$ cat src/rtl/fetch_queue_pkg.sv
// Shared types and defaults for the fetch queue: packet layout, machine width, depth.
package fetch_queue_pkg;

  localparam int unsigned MACHINE_WIDTH    = 3;
  localparam int unsigned FQ_DEPTH_DEFAULT = 8;

  typedef struct packed {
    logic [31:0] inst;
    logic [31:0] pc;
    logic        packet_valid;
  } fetch_packet_t;

  // Bits needed to hold a lane count in 0..w.
  function automatic int unsigned lane_cnt_width(input int unsigned w);
    return $clog2(w + 1);
  endfunction

endpackage

$ cat src/rtl/fq_lane_compact.sv
// Combinational prefix sum over lane valid bits: per-lane write offset and total count.
module fq_lane_compact
  import fetch_queue_pkg::*;
#(
  parameter int unsigned W = MACHINE_WIDTH,
  localparam int unsigned LaneW = lane_cnt_width(W)
) (
  input  logic [W-1:0]            valid,
  output logic [W-1:0][LaneW-1:0] offset,
  output logic [LaneW-1:0]        count
);

  logic [LaneW-1:0] acc;

  always_comb begin
    acc    = '0;
    offset = '0;
    for (int i = 0; i < W; i++) begin
      offset[i] = acc;
      acc       = acc + LaneW'(valid[i]);
    end
    count = acc;
  end

endmodule

$ cat src/rtl/fetch_queue.sv
// In-order circular buffer between fetch and decode_rename; compacts input holes,
// dequeues the leading ready lanes, and is cleared by architectural-state recovery.
module fetch_queue
  import fetch_queue_pkg::*;
#(
  parameter int unsigned FQ_DEPTH = FQ_DEPTH_DEFAULT
) (
  input  logic                                 clk,
  input  logic                                 rst,
  input  fetch_packet_t [MACHINE_WIDTH-1:0]    fetch_pkt,
  output logic [MACHINE_WIDTH-1:0]             fetch_pkt_ready,
  output fetch_packet_t [MACHINE_WIDTH-1:0]    fq_pkt,
  input  logic [MACHINE_WIDTH-1:0]             fq_pkt_ready,
  input  logic                                 recov_arch_st,
  output logic [$clog2(FQ_DEPTH):0]            fq_count
);

  localparam int unsigned W     = MACHINE_WIDTH;
  localparam int unsigned PtrW  = $clog2(FQ_DEPTH);
  localparam int unsigned CntW  = PtrW + 1;
  localparam int unsigned LaneW = lane_cnt_width(W);

  logic [PtrW-1:0] head_q, head_d;
  logic [PtrW-1:0] tail_q, tail_d;
  logic [CntW-1:0] count_q, count_d;

  fetch_packet_t mem_q [FQ_DEPTH];

  logic                       space_ok;
  logic                       enq_fire;
  logic [W-1:0]               enq_valid;
  logic [W-1:0]               deq_ok;
  logic [W-1:0]               deq_lead;
  logic                       lead_run;
  logic [W-1:0][LaneW-1:0]    enq_offset;
  logic [W-1:0][LaneW-1:0]    unused_deq_offset;
  logic [LaneW-1:0]           n_enq;
  logic [LaneW-1:0]           n_acc;
  logic [LaneW-1:0]           n_deq;

  // Space check uses only the registered count so fq_pkt_ready never reaches fetch_pkt_ready.
  assign space_ok        = (CntW'(FQ_DEPTH) - count_q) >= CntW'(W);
  assign fetch_pkt_ready = {W{space_ok}};
  assign enq_fire        = space_ok && !recov_arch_st;
  assign fq_count        = count_q;

  always_comb begin
    fq_pkt    = '0;
    deq_ok    = '0;
    deq_lead  = '0;
    enq_valid = '0;
    lead_run  = 1'b1;
    for (int i = 0; i < W; i++) begin
      fq_pkt[i]              = mem_q[head_q + PtrW'(i)];
      fq_pkt[i].packet_valid = (CntW'(i) < count_q) && !recov_arch_st;
      deq_ok[i]              = fq_pkt[i].packet_valid && fq_pkt_ready[i];
      enq_valid[i]           = fetch_pkt[i].packet_valid;
    end
    // Only the unbroken run of ready lanes from lane 0 is consumed.
    for (int i = 0; i < W; i++) begin
      lead_run    = lead_run && deq_ok[i];
      deq_lead[i] = lead_run;
    end
  end

  fq_lane_compact #(
    .W (W)
  ) u_enq_compact (
    .valid  (enq_valid),
    .offset (enq_offset),
    .count  (n_enq)
  );

  fq_lane_compact #(
    .W (W)
  ) u_deq_compact (
    .valid  (deq_lead),
    .offset (unused_deq_offset),
    .count  (n_deq)
  );

  assign n_acc = enq_fire ? n_enq : '0;

  always_comb begin
    head_d  = head_q;
    tail_d  = tail_q;
    count_d = count_q;
    if (recov_arch_st) begin
      head_d  = '0;
      tail_d  = '0;
      count_d = '0;
    end else begin
      head_d  = head_q + PtrW'(n_deq);
      tail_d  = tail_q + PtrW'(n_acc);
      count_d = count_q + CntW'(n_acc) - CntW'(n_deq);
    end
  end

  always_ff @(posedge clk or posedge rst) begin
    if (rst) begin
      head_q  <= '0;
      tail_q  <= '0;
      count_q <= '0;
    end else begin
      head_q  <= head_d;
      tail_q  <= tail_d;
      count_q <= count_d;
    end
  end

  // Storage carries no reset; validity is derived from count_q alone.
  always_ff @(posedge clk) begin
    if (enq_fire) begin
      for (int i = 0; i < W; i++) begin
        if (enq_valid[i]) begin
          mem_q[tail_q + PtrW'(enq_offset[i])] <= fetch_pkt[i];
        end
      end
    end
  end

  count_bounded_a : assert property (@(posedge clk) disable iff (rst)
    count_q <= CntW'(FQ_DEPTH));

  deq_within_count_a : assert property (@(posedge clk) disable iff (rst)
    CntW'(n_deq) <= count_q);

endmodule
$ cat config.mk
export PLATFORM = sky130hd
export DESIGN_NAME = fetch_queue
export DESIGN_NICKNAME = d
export VERILOG_FILES = /design/src/rtl/fetch_queue_pkg.sv /design/src/rtl/fq_lane_compact.sv /design/src/rtl/fetch_queue.sv
export SDC_FILE = /design/constraint.sdc
export NUM_CORES = 2
export LEC_CHECK = 0
export CAP_MARGIN = 20
export CORE_ASPECT_RATIO = 1.1
export CORE_MARGIN = 1.5
export CORE_UTILIZATION = 40
export CTS_CLUSTER_DIAMETER = 200
export DETAILED_ROUTE_END_ITERATION = 6
export PLACE_DENSITY_LB_ADDON = 0.1
export SLEW_MARGIN = 10
export SYNTH_ARGS = -nofsm -noshare
export SYNTH_HDL_FRONTEND = slang
export SYNTH_HIERARCHICAL = 1
export SYNTH_SLANG_ARGS = --single-unit
$ cat constraint.sdc
create_clock -name clk -period 14.75 [get_ports clk]
set_clock_uncertainty 0.1 [all_clocks]
set_input_delay 2.95 -clock clk [delete_from_list [all_inputs] [get_ports clk]]
set_output_delay 2.95 -clock clk [all_outputs]
set_load 0.05 [all_outputs]
==> metrics.csv <==
stage;metric;value;unit
status;status;finished clean;
die;Starting Density;40.2;%
clock_tree;# Post-CTS Setup Buffers;0;
die;die area;98000;sq um
routing;via count;25800;
clock_tree;clk buf depth;3;
logic_synthesis;Warnings, synthesis;6;
clock_tree;TritonCTS clock tree;built;
routing;drc violations;0;
timing;Highest Clock Rate;120;MHz
worst_setup_path;Top delay family on crit path;buffers and inverters;
clock_tree;cts hold-fix bufs;0;
timing;Tmin final;8.31;ns
placed_design;Port Buf Inserts;402;
pwr;PD cells;165;nW/um^2
routing;antenna viol nets, final;0;
worst_setup_path;CP Buf/Inv Count;2;
timing;Worst Tran Pin Value;1.09;ns
clock_tree;Worst-Skew Late Latency;0.59;ns
global_route;first-pass GRT wire length;190;mm
logic_synthesis;syn avg cell area;14.1;sq um
routing;routed vias/inst;5.94;
cells_and_area;non-filler cells, final;4341;
routing;WL per Instance;30.2;um
placed_design;placed wire-length estimate;79.3;mm
worst_setup_path;worst path cell trace;clkdlybuf4s50_1 > a21oi_1 > a21boi_0 > clkdlybuf4s50_1;
die;Ports;403;
clock_tree;PostCTS Resize Cnt;0;
placed_design;dpl cells;4211;
global_route;met1 Use GR;33.6;%
timing;max-slew violation count;0;
cells_and_area;P&R area growth vs syn;17.6;%
global_route;grt peak-use layer;met2;
worst_hold_path;Hold WC Path Type;flip-flop to flip-flop;
worst_setup_path;worst setup path category;input port to output port;
placed_design;gpl congestion;0.807;
timing;endpoints failing hold;0;
job;maxcap violations;0;
global_route;initial antenna violation count;24;
global_route;GRT Total Usage;26.3;%
logic_synthesis;area of the mapped netlist;38500;sq um
worst_setup_path;Critical Path End Type;output port;
cells_and_area;Layout Nets;3233;
die;Die W;299;um
global_route;grt met2 use;45.3;%
worst_setup_path;CP most frequent cell;clkdlybuf4s50_1;
clock_tree;CTS Buf Count;67;
die;Placeable Area;95600;sq um
routing;drt pass-1 iters;5;
pwr;Max IR drop VDD;0.000133;V
worst_setup_path;CP Data Required Time;11.70;ns
timing;post-route clock period utilization;56.4;%
routing;final WL;131;mm
timing;Relative slew margins;27.5;%
global_route;largest net degree at the start of global routing;124;
worst_setup_path;CP arrival;5.26;ns
timing;Sum Neg Setup Slack;0;ns
worst_setup_path;startpoint types;input port;
logic_synthesis;Syn Inst Count;2721;
placed_design;pre-CTS setup slack;6.47;ns
die;# rows;119;
worst_setup_path;CP max stage delay;0.85;ns
die;die height;328;um
timing;final setup margin;6.44;ns
routing;DRT iter0 DRCs;2010;
global_route;met3 usage;4.52;%
global_route;GRT Residual Overflow;0;
clock_tree;Sink Count;522;
cells_and_area;Fillers;8354;
clock_tree;H-tree depth;3;
pwr;leakage;0.0147;uW
worst_setup_path;highest net fanout along the worst path;19;
cells_and_area;proportion of layout cells with a drive suffix above 1;48.9;%
worst_setup_path;Crit-path slowest cell;clkdlybuf4s50_1;
clock_tree;root buf cell;clkbuf_16;
timing;Setup-failing EPs final;0;
timing;RSZ-0062 raised after global routing;false;
clock_tree;clock slew at reported path FFs;0.06;ns
global_route;vias in the first global route;26900;
-- sequential cells by signal (all words and copies together), names as in the netlist --
register and flops:
fq_count 4, head_q 3, mem_q 512, tail_q 3
-- cells in the final DEF (no fill, tap or decap), drive strengths merged, types with 2 or more instances in the layout --
| master | n |
|---|---|
| inv | 13 |
| mux2 | 1216 |
| diode | 8 |
| nor2b | 5 |
| fa | 9 |
| buf | 53 |
| xnor2 | 6 |
| and4bb | 2 |
| nor2 | 8 |
| nand2 | 197 |
| edfxtp | 512 |
| mux4 | 192 |
| o311ai | 4 |
| nand3b | 2 |
| nand3 | 5 |
| conb | 3 |
| ha | 12 |
| clkinv | 25 |
| clkinvlp | 2 |
| a21oi | 2 |
| mux2i | 64 |
| o21ai | 192 |
| nand4 | 12 |
| clkbuf | 89 |
| o211ai | 4 |
| bufinv | 5 |
| xor2 | 5 |
| clkdlybuf4s50 | 402 |
| and2 | 2 |
| dfrtp | 10 |
-- final cells by class --
type	count	area, sq um	share of cell area (%)
tap	1270	1590	3.51
clock inverter	33	282	0.622
multi-input combinational	1952	21400	47.2
sequential	522	15600	34.6
clock buffer	88	1860	4.11
inverter	12	45.0	0.0995
antenna	8	20.0	0.0442
timing repair buffer	456	4450	9.84
-- metal layers --
layer | up-vias | routed length [um] | share of wire (%)
met5 | - | 186 | 0.14
met4 | 30 | 4070 | 3.1
met3 | 240 | 7350 | 5.6
met2 | 868 | 64700 | 49
met1 | 13300 | 54800 | 42
li1 | 11300 | - | -
-- worst reg2reg max path, cell delays in order, from the launching register on --
cell	delay, ns
dfrtp_1	0.43
ha_1	0.24
fa_1	0.41
xor2_1	0.41
nand4_4	0.60
buf_4	0.67
o211ai_1	0.27
buf_4	0.64
-- path summary, 6_finish.rpt --
check / from / to / slack (ns) / cells after the start
max: recov_arch_st / fq_pkt[130] / 6.44 / 4
min: tail_q[0] / tail_q[0] / 0.63 / 2
max reg2reg: tail_q[0] / mem_q[7][23] / 10.55 / 7
min reg2reg: tail_q[0] / tail_q[0] / 0.63 / 2
max in group asynchronous: rst / head_q[0] / 11.70 / 2
min in group asynchronous: rst / fq_count[1] / 2.54 / 2
-- through the flow --
step                power [uW]  hold WS, ns  cell area (sq um)  utilization (%)
floorplan                 4690        0.512              38500                -
global placement          5840        0.598              43100             45.1
detailed placement        5880        0.617              43100             45.1
CTS                       7540        0.630              45200             47.3
global route              7770        0.672              45200             47.3
finish                    7480        0.630              45300             47.3
-- where the power goes --
group          total, uW  switching [uW]  internal [uW]
clock network       1640             667            974
logic               3780            2280           1500
registers           2070             130           1940
total               7480            3070           4410
(Power assumes the default switching activity.)
